[src/rtl/imm_gen_pipe.sv]
// rtl/imm_gen_pipe.sv - registered RV32/RV64 immediate generator with valid/ready pipe stage
module imm_gen_pipe #(
  parameter int XLEN  = 32,
  parameter int TAG_W = 5,
  parameter int SKID  = 1
) (
  input  logic             clk,
  input  logic             rstn,
  input  logic             in_valid,
  output logic             in_ready,
  input  logic [31:0]      in_instr,
  input  logic [TAG_W-1:0] in_tag,
  output logic             out_valid,
  input  logic             out_ready,
  output logic [XLEN-1:0]  out_imm,
  output logic [2:0]       out_fmt,
  output logic [TAG_W-1:0] out_tag
);

  localparam logic [2:0] FMT_SHAMT = 3'd0;
  localparam logic [2:0] FMT_I     = 3'd1;
  localparam logic [2:0] FMT_S     = 3'd2;
  localparam logic [2:0] FMT_B     = 3'd3;
  localparam logic [2:0] FMT_U     = 3'd4;
  localparam logic [2:0] FMT_J     = 3'd5;
  localparam logic [2:0] FMT_NONE  = 3'd7;

  logic [6:0]      opcode;
  logic            is_shift_f3;
  logic            sign;
  logic [XLEN-1:0] dec_imm;
  logic [2:0]      dec_fmt;
  logic [XLEN-1:0] imm_i;
  logic [XLEN-1:0] shamt_op;
  logic [XLEN-1:0] shamt_w;

  logic             main_valid;
  logic [XLEN-1:0]  main_imm;
  logic [2:0]       main_fmt;
  logic [TAG_W-1:0] main_tag;
  logic             init_done;
  logic             in_fire;
  logic             out_fire;

  assign opcode      = in_instr[6:0];
  assign is_shift_f3 = (in_instr[14:12] == 3'b001) || (in_instr[14:12] == 3'b101);
  assign sign        = in_instr[31];
  assign imm_i       = {{(XLEN-11){sign}}, in_instr[30:20]};
  // RV64 shifts carry a 6-bit shamt; the W-forms and RV32 only 5 bits.
  assign shamt_op    = (XLEN == 64) ? XLEN'(in_instr[25:20]) : XLEN'(in_instr[24:20]);
  assign shamt_w     = XLEN'(in_instr[24:20]);

  always_comb begin
    dec_fmt = FMT_NONE;
    dec_imm = '0;
    case (opcode)
      7'b0010011: begin
        dec_fmt = is_shift_f3 ? FMT_SHAMT : FMT_I;
        dec_imm = is_shift_f3 ? shamt_op : imm_i;
      end
      7'b0011011: begin
        if (XLEN == 64) begin
          dec_fmt = is_shift_f3 ? FMT_SHAMT : FMT_I;
          dec_imm = is_shift_f3 ? shamt_w : imm_i;
        end
      end
      7'b0000011, 7'b1100111: begin
        dec_fmt = FMT_I;
        dec_imm = imm_i;
      end
      7'b0100011: begin
        dec_fmt = FMT_S;
        dec_imm = {{(XLEN-11){sign}}, in_instr[30:25], in_instr[11:7]};
      end
      7'b1100011: begin
        dec_fmt = FMT_B;
        dec_imm = {{(XLEN-12){sign}}, in_instr[7], in_instr[30:25], in_instr[11:8], 1'b0};
      end
      7'b0110111, 7'b0010111: begin
        dec_fmt = FMT_U;
        dec_imm = {{(XLEN-31){sign}}, in_instr[30:12], 12'b0};
      end
      7'b1101111: begin
        dec_fmt = FMT_J;
        dec_imm = {{(XLEN-20){sign}}, in_instr[19:12], in_instr[20], in_instr[30:21], 1'b0};
      end
      default: ;
    endcase
  end

  // Holds in_ready low until the first edge after reset release.
  always_ff @(posedge clk or negedge rstn) begin
    if (!rstn) init_done <= 1'b0;
    else       init_done <= 1'b1;
  end

  assign in_fire   = in_valid & in_ready;
  assign out_fire  = main_valid & out_ready;
  assign out_valid = main_valid;
  assign out_imm   = main_imm;
  assign out_fmt   = main_fmt;
  assign out_tag   = main_tag;

  if (SKID != 0) begin : g_skid
    logic             skid_valid;
    logic [XLEN-1:0]  skid_imm;
    logic [2:0]       skid_fmt;
    logic [TAG_W-1:0] skid_tag;

    assign in_ready = init_done & ~skid_valid;

    always_ff @(posedge clk or negedge rstn) begin
      if (!rstn) begin
        main_valid <= 1'b0;
        main_imm   <= '0;
        main_fmt   <= FMT_NONE;
        main_tag   <= '0;
        skid_valid <= 1'b0;
        skid_imm   <= '0;
        skid_fmt   <= FMT_NONE;
        skid_tag   <= '0;
      end else if (out_fire || !main_valid) begin
        // Main is free this edge: drain skid first, otherwise load straight from input.
        if (skid_valid) begin
          main_valid <= 1'b1;
          main_imm   <= skid_imm;
          main_fmt   <= skid_fmt;
          main_tag   <= skid_tag;
          skid_valid <= 1'b0;
        end else begin
          main_valid <= in_fire;
          if (in_fire) begin
            main_imm <= dec_imm;
            main_fmt <= dec_fmt;
            main_tag <= in_tag;
          end
        end
      end else if (in_fire) begin
        skid_valid <= 1'b1;
        skid_imm   <= dec_imm;
        skid_fmt   <= dec_fmt;
        skid_tag   <= in_tag;
      end
    end
  end else begin : g_noskid
    assign in_ready = init_done & (~main_valid | out_ready);

    always_ff @(posedge clk or negedge rstn) begin
      if (!rstn) begin
        main_valid <= 1'b0;
        main_imm   <= '0;
        main_fmt   <= FMT_NONE;
        main_tag   <= '0;
      end else if (in_fire) begin
        main_valid <= 1'b1;
        main_imm   <= dec_imm;
        main_fmt   <= dec_fmt;
        main_tag   <= in_tag;
      end else if (out_fire) begin
        main_valid <= 1'b0;
      end
    end
  end

endmodule

[config.mk]
export PLATFORM = sky130hd
export DESIGN_NAME = imm_gen_pipe
export DESIGN_NICKNAME = d
export VERILOG_FILES = /design/src/rtl/imm_gen_pipe.sv
export SDC_FILE = /design/constraint.sdc
export NUM_CORES = 1
export LEC_CHECK = 0
export ABC_CLOCK_PERIOD_IN_PS = 1800
export CAP_MARGIN = 20
export CORE_ASPECT_RATIO = 0.5
export CORE_UTILIZATION = 46
export CTS_CLUSTER_DIAMETER = 60
export DETAILED_ROUTE_END_ITERATION = 12
export PLACE_DENSITY_LB_ADDON = 0.12
export SLEW_MARGIN = 20
export SYNTH_ARGS = -nofsm -noshare
export SYNTH_HDL_FRONTEND = slang
export SYNTH_SLANG_ARGS = --single-unit
export TNS_END_PERCENT = 50
[constraint.sdc]
create_clock -name clk -period 1.8 [get_ports clk]
set_clock_uncertainty 0.2 [all_clocks]
set_input_delay 0.27 -clock clk [delete_from_list [all_inputs] [get_ports clk]]
set_output_delay 0.27 -clock clk [all_outputs]
set_load 0.01 [all_outputs]
After elaboration in Yosys (flattened, before gate mapping)
Cells that the tools add are included.

Equal/unequal tests: 10. Muxes and demuxes: 13. Bitwise logic cells: 5. Reductions and logical operators: 9.

Operators by type and width (number): one-hot mux 32 bit (6 select lines) (1); two-way mux 32 bit (3); == test 7 bit, second input constant (3); one-hot mux 3 bit (6 select lines) (1); == test 7 x 5 -> 1 bit, second input constant (2); == test 7 x 6 -> 1 bit, second input constant (2); two-way mux 5 bit (2); == test 7 x 2 -> 1 bit, second input constant (1); two-way mux 3 bit (2); two-way mux 1 bit (4); AND reduction 2 bit (2); nonzero test 2 bit (2); OR reduction 2 bit (2); bitwise AND 1 bit (3); == test 3 x 1 -> 1 bit, second input constant (1); == test 3 bit, second input constant (1); logical OR 1 bit (2); NOT 1 bit (2); zero test 1 bit (1).

Register bits after elaboration: 83. Bits of input ports: 41. Output and inout bits: 42. Logic and storage cells: 46.

Longest topological paths before layout
Gate-level depths: netlist (run 1).

Depth in word-level cells: 6. Mapped depth: 7. Mapped depth without buffers: 5.

Least setup slack after synthesis (run 1)
OpenSTA, ideal clock, no wires.

Kind: flip-flop to flip-flop. From: reg main_valid (netlist: out_valid). To: reg main_imm[12] (netlist: out_imm[12]). Arrival time: 1429 ps. Data required time: 1467 ps. Path slack: 38 ps. Stages on the path, launching flop included: 8. Path buffers: 3. Clock period less this slack: 1762 ps. Cells stage by stage: dfrtp_1 nor2b_1 clkbuf_1 or2_2 clkbuf_1 buf_2 a21oi_1 o21ai_0.

Word-level cells in the longest chain between the ends: 3. Elaborated cells on any way between the ends: 4. Those cells by class: bitwise: 1; reduce/logical: 3.

RTL lines: start: declaration (line 37) `logic main_valid;`; start signal: assignment (line 131) `main_valid <= in_fire;`; bitwise AND 1 bit / zero test 1 bit (equally long branches) (line 98, 122); logical OR 1 bit (*) (line 122) `end else if (out_fire || !main_valid) begin`; AND reduction 2 bit (no source line) (*); end signal: assignment (line 126) `main_imm <= skid_imm;`; end signal: assignment (line 133) `main_imm <= dec_imm;`; end: declaration (line 38) `logic [XLEN-1:0] main_imm;`.

Every way passes the cells marked *; elsewhere a longest branch is shown, timed or not. A chain may end at the register's enable or synchronous reset.

Worst setup path after layout (run 1)
From: reg main_imm[4] (netlist: out_imm[4]). To: out out_imm[4].

RTL lines: end: declaration (line 15) `output logic [XLEN-1:0] out_imm,`.

No word-level cell between the ends.

==> impl_metrics.yaml, run 1 <==
run_status:
  status: "completed"
drt:
  drt-pass1-iter-count: 4
  drtAntennaViolNets: 0
  wl_per_cell_um: 15.6
  vias: 3468
  vias_per_cell: 5.37
  drt_wl_total_mm: 10.1
  drtIter0Drc: 161
  drc: 0
layout:
  diodes: 0
  fill_cells: 669
  area_growth_pct: 43.3
  mostFrequentLayoutCell: "nand2_1"
  register_area_um2: 2080
  multi_input_area_um2: 1720
  layout_common_cells: "nand2_1 (79), dfrtp_1 (77), clkdlybuf4s50_1 (72), a21oi_1 (43), o21ai_0 (43)"
  post_route_cells_drive_above_1_share: 0.185
  finalNetCount: 570
power:
  p_switching_uw: 1390
  intPower_uw: 3720
  ir_drop_v: 0.000614
  comb_power_share: 0.220
  power_uw: 5110
  swShare: 0.272
  power_density_nw_per_um2: 922
  seqPwrFrac: 0.455
  power.leakage_uw: 0.00239
  power.clock.fraction: 0.325
floorplan:
  die_h_um: 66.9
  coreArea_um2: 8090
  ios: 83
  initial_core_util: 0.479
  rows: 23
  dieWidth_um: 132
  dieArea_um2: 8810
place:
  dp_hpwl_mm: 7.20
  io_buffers: 82
  place_ws_ps: -739
  gp_congestion: 0.879
yosys:
  ys_async_sr_fraction: 1.00
  synthesis.instances: 419
  avgSynthCellArea_um2: 9.24
  synthFlopType: "dfrtp_1"
  ys_types: 43
  synthesis.area_um2: 3870
  seq_area_frac_synth: 0.539
  synth_edf_count: 0
  ys_seq_elements: 83
  syn_nets: 460
  yosysWarnings: 0
global_route:
  grt_pass1_vias: 3305
  grt-ovfl-total: 0
  track_usage: 0.247
  antenna_found_initial: 0
  grt_max_degree: 46
  grt_first_pass_wirelength_mm: 16.4
worst_setup_path:
  crit_slowest_cell: "clkdlybuf4s50_1"
  crit_buf_inv: 1
  cp_cell_sequence: "clkdlybuf4s50_1"
  cp.arrival_ps: 1280
  endpoint_kind: "output port"
  path_class: "flip-flop to output port"
  required_ps: 1330
  worst-path-max-fanout: 2
  startpoint_type: "flip-flop"
  critical-path-top-delay-family: "buffers and inverters"
  slowest_delay_ps: 550
timing:
  finalMaxSlewViolations: 0
  slew_headroom: 0.678
  finalHoldViolations: 0
  min_period_ps: 1750
  clock.fmax_ghz: 0.571
  layout_setup_ws_ps: 49.3
  setup_viol: 0
  finalCritPeriodShare: 0.973
  worstMarginPinSlew_ps: 471
clock_tree:
  clk_latency_ps: 340
  cts_root_buf: "clkbuf_16"
  cts.sinks: 83
  clkSlewWorstSetupHoldPaths_ps: 60
  cts_buffer_depth: 2
  h-tree-depth: 3
  numCtsBuffers: 9
  cts_tree: "yes"
hold_path:
  hold_path_class: "input pin to asynchronous set/reset pin"
job:
  maxCapViolCount: 0
metal layers:
metal	track usage	up-vias	routed length (um)
li1	-	1680	-
met1	0.336	1680	4850
met2	0.401	93	4680
met3	0.0510	15	433
met4	0.0814	0	129
met5	0	-	0
worst paths after layout:
check / from / to / slack, ps / depth (start not counted)
max in group asynchronous: rstn / out_imm[0]$_DFFE_PN0P_ / 650 / 3
worst min register to register: g_skid.skid_fmt[1]$_DFFE_PN1P_ / g_skid.skid_fmt[1]$_DFFE_PN1P_ / 260 / 2
worst max-delay path: out_imm[4]$_DFFE_PN0P_ / out_imm[4] / 50 / 1
min in group clk: g_skid.skid_fmt[1]$_DFFE_PN1P_ / g_skid.skid_fmt[1]$_DFFE_PN1P_ / 260 / 2
worst min-delay path: rstn / out_imm[25]$_DFFE_PN0P_ / 230 / 2
worst max register to register: out_valid$_DFFE_PN0N_ / out_imm[0]$_DFFE_PN0P_ / 90 / 7
cell families (layout without fill, tap and decap cells):
family	count (synthesis)	after routing	synth area share
AND/OR/NAND/NOR	153	153	0.183
other	1	1	0.000969
flip-flops	83	83	0.539
multiplexers	10	10	0.0272
buffers and inverters	35	150	0.0420
AO/OA/AOI/OAI	137	137	0.208
through the flow:
stage               hold WS (ps)  TNS, ps  std cells  utilization  cell area, um2
floorplan                   -226        0        419            -            3870
global placement            59.5   -36210        624        0.632            5110
detailed placement          57.2   -37520        624        0.632            5110
CTS                          249    -4.65        642        0.671            5420
global route                 271    -10.5        646        0.686            5550
finish                       229        0        646        0.686            5550
power by group through the flow:
stage	registers [uW]	logic, uW	clock network (uW)
after floorplan	2410	408	0
after global placement	2350	1100	0
after detailed placement	2360	1120	0
after CTS	2330	1120	1690
after global routing	2370	1240	1780
final	2330	1130	1660
cell usage after synthesis, types with 3 or more instances:
library cell	instances	area, um2
a32oi_1	5	43.8
nor2b_1	3	18.8
dfrtp_1	77	1930
nand2_1	79	297
clkbuf_1	16	60.1
a21oi_1	45	225
nor2_1	22	82.6
inv_1	3	11.3
nor3_1	15	75.1
or2_2	3	18.8
o211ai_1	6	45.0
a31oi_1	12	75.1
o21ai_1	5	25.0
o21ai_0	44	220
buf_2	13	65.1
o21bai_1	12	90.1
and3_1	12	75.1
dfstp_2	6	158
mux2i_1	6	60.1
mux2_2	4	45.0
state kept, by name, summed over array words and instances, names as in the netlist:
name / count
init_done: 1
g_skid.skid_imm: 32
g_skid.skid_fmt: 3
g_skid.skid_tag: 5
out_fmt: 3
out_imm: 32
g_skid.skid_valid: 1
out_tag: 5
out_valid: 1
layout make-up:
type / instances / area share
inverter: 3 / 0.00203
sequential: 83 / 0.376
clock buffer: 10 / 0.0413
multi-input combinational: 301 / 0.309
timing repair buffer: 131 / 0.239
clock inverter: 6 / 0.00767
tap: 112 / 0.0253
timing repair:
action                                  4_1_cts  5_1_grt
setup buffers                                 1        3
hold buffers                                  1        0
hold endpoints to repair                     25        0
cloned                                        0        1
endpoints found under the setup margin       70       47
pin swaps                                     3        9
gates resized for setup                      15       21
(Power assumes the default switching activity.)
==> run 2, diff against run 1 <==
--- a/config.mk
+++ b/config.mk
@@ -7,7 +7,6 @@
 export LEC_CHECK = 0
 export ABC_CLOCK_PERIOD_IN_PS = 1800
 export CAP_MARGIN = 20
-export CORE_ASPECT_RATIO = 0.5
 export CORE_UTILIZATION = 46
 export CTS_CLUSTER_DIAMETER = 60
 export DETAILED_ROUTE_END_ITERATION = 12
==> impl_metrics.yaml, run 2 (synthesis gave the netlist of run 1 again) <==
run_status:
  status: "completed"
drt:
  wl_per_cell_um: 15.5
  drt_wl_total_mm: 10.0
  drc: 0
  vias: 3450
  drtAntennaViolNets: 0
  drt-pass1-iter-count: 6
  drtIter0Drc: 123
  vias_per_cell: 5.35
floorplan:
  die_h_um: 93.7
  coreArea_um2: 8180
  ios: 83
  dieWidth_um: 93.7
  rows: 33
  dieArea_um2: 8780
  initial_core_util: 0.473
worst_setup_path:
  r2r-start: "out_valid$_DFFE_PN0N_"
  path_class: "input pin to flip-flop"
  required_ps: 1840
  r2r-end: "out_imm[16]$_DFFE_PN0P_"
  endpoint_kind: "flip-flop"
  cp.arrival_ps: 1820
  reg2reg_slack_ps: 110
  r2r_cells: 7
  startpoint_type: "input pin"
  worst-path-max-fanout: 4
job:
  maxCapViolCount: 0
layout:
  design_area_um2: 5480
  mostFrequentLayoutCell: "nand2_1"
  diodes: 0
  layout_common_cells: "nand2_1 (79), dfrtp_1 (77), clkdlybuf4s50_1 (71), buf_4 (45), a21oi_1 (44)"
  post_route_cells_drive_above_1_share: 0.183
  fill_cells: 651
  finalNetCount: 576
  area_growth_pct: 41.7
clock_tree:
  h-tree-depth: 3
  numCtsBuffers: 9
  clkSlewWorstSetupHoldPaths_ps: 90
  cts_root_buf: "clkbuf_8"
  cts.sinks: 83
  clk_latency_ps: 350
  cts_tree: "yes"
  cts_buffer_depth: 2
place:
  io_buffers: 82
  post_dp_cell_area_um2: 5120
  gp_congestion: 0.945
  dp_hpwl_mm: 7.10
global_route:
  grt_pass1_vias: 3485
  antenna_found_initial: 0
  use_met1: 0.347
  track_usage: 0.248
  grtUsageMet2: 0.391
  grt_first_pass_wirelength_mm: 16.9
  grt_max_degree: 34
  grt-ovfl-total: 0
  grt_use_met3: 0.0437
  top_usage_layer: "met2"
timing:
  finalMaxSlewViolations: 0
  min_period_ps: 1780
  setup_viol: 0
  clock.fmax_ghz: 0.563
  finalHoldViolations: 0
  finalCritPeriodShare: 0.988
  rsz0062_at_grt: "yes"
power:
  power_density_nw_per_um2: 925
  power_uw: 5070
  power.leakage_uw: 0.00238
  ir_drop_v: 0.000678
hold_path:
  hold_path_class: "input pin to asynchronous set/reset pin"
[run 2: worst max-delay path by stage]
stage	cells past startpoint	from	slack, ps	to
2_1_floorplan	7	out_valid$_DFFE_PN0N_	40	out_imm[12]$_DFFE_PN0P_
3_3_place_gp	7	in_instr[6]	-600	out_imm[29]$_DFFE_PN0P_
3_5_place_dp	7	in_instr[6]	-680	out_imm[30]$_DFFE_PN0P_
4_1_cts	3	g_skid.skid_valid$_DFFE_PN0P_	10	in_ready
5_1_grt	7	in_instr[3]	-20	out_imm[4]$_DFFE_PN0P_
6_report	7	in_instr[3]	20	out_imm[3]$_DFFE_PN0P_
[run 2: timing repair]
action | 4_1_cts | 5_1_grt
pin swaps | 3 | 0
setup buffers | 3 | 2
setup endpoints to repair | 67 | 27
hold buffers | 1 | 0
hold endpoints to repair | 81 | 0
gates resized for setup | 17 | 17
[run 2: worst max-delay path, cell delays in order]
cell and delay, ps:
clkdlybuf4s50_1 510, buf_4 130, nor4_1 40, or2_4 260, a32oi_1 240, o21ai_1 100, mux2_2 270
[run 2: power breakdown]
group / switching [uW] / internal, uW
logic: 517 / 605
registers: 151 / 2170
clock network: 696 / 931
total: 1360 / 3710
[run 2: area by class of cell]
class                   count  area, um2  area share
multi-input cells         301       1680       0.306
inverters                   3       11.3     0.00205
well taps                 105        131      0.0240
clock buffers               9        124      0.0226
clock inverters             7        123      0.0224
flip-flops and latches     83       2080       0.380
repair buffers            137       1330       0.243
[run 2: metrics by stage]
stage	setup slack (ps)	cells	TNS, ps	hold WS, ps	utilization
after floorplan	38.3	419	0	-226	-
after global placement	-603	623	-31480	17.6	0.627
after detailed placement	-682	623	-34120	16.5	0.627
after CTS	13.2	643	0	181	0.665
after global routing	-24.7	645	-55.1	204	0.671
final	22.3	645	0	176	0.671
[run 2: layer usage]
metal | wire [um] | up-vias
met5 | 0 | -
met4 | 138 | 0
met3 | 450 | 11
met2 | 4790 | 89
met1 | 4620 | 1655
li1 | - | 1695
==> run 3, diff against run 2 <==
--- a/config.mk
+++ b/config.mk
@@ -10,6 +10,7 @@
 export CORE_UTILIZATION = 46
 export CTS_CLUSTER_DIAMETER = 60
 export DETAILED_ROUTE_END_ITERATION = 12
+export GPL_ROUTABILITY_DRIVEN = 0
 export PLACE_DENSITY_LB_ADDON = 0.12
 export SLEW_MARGIN = 20
 export SYNTH_ARGS = -nofsm -noshare
==> results of run 3 <==
No change in the layout: final DEF, timing and power equal those of run 2.
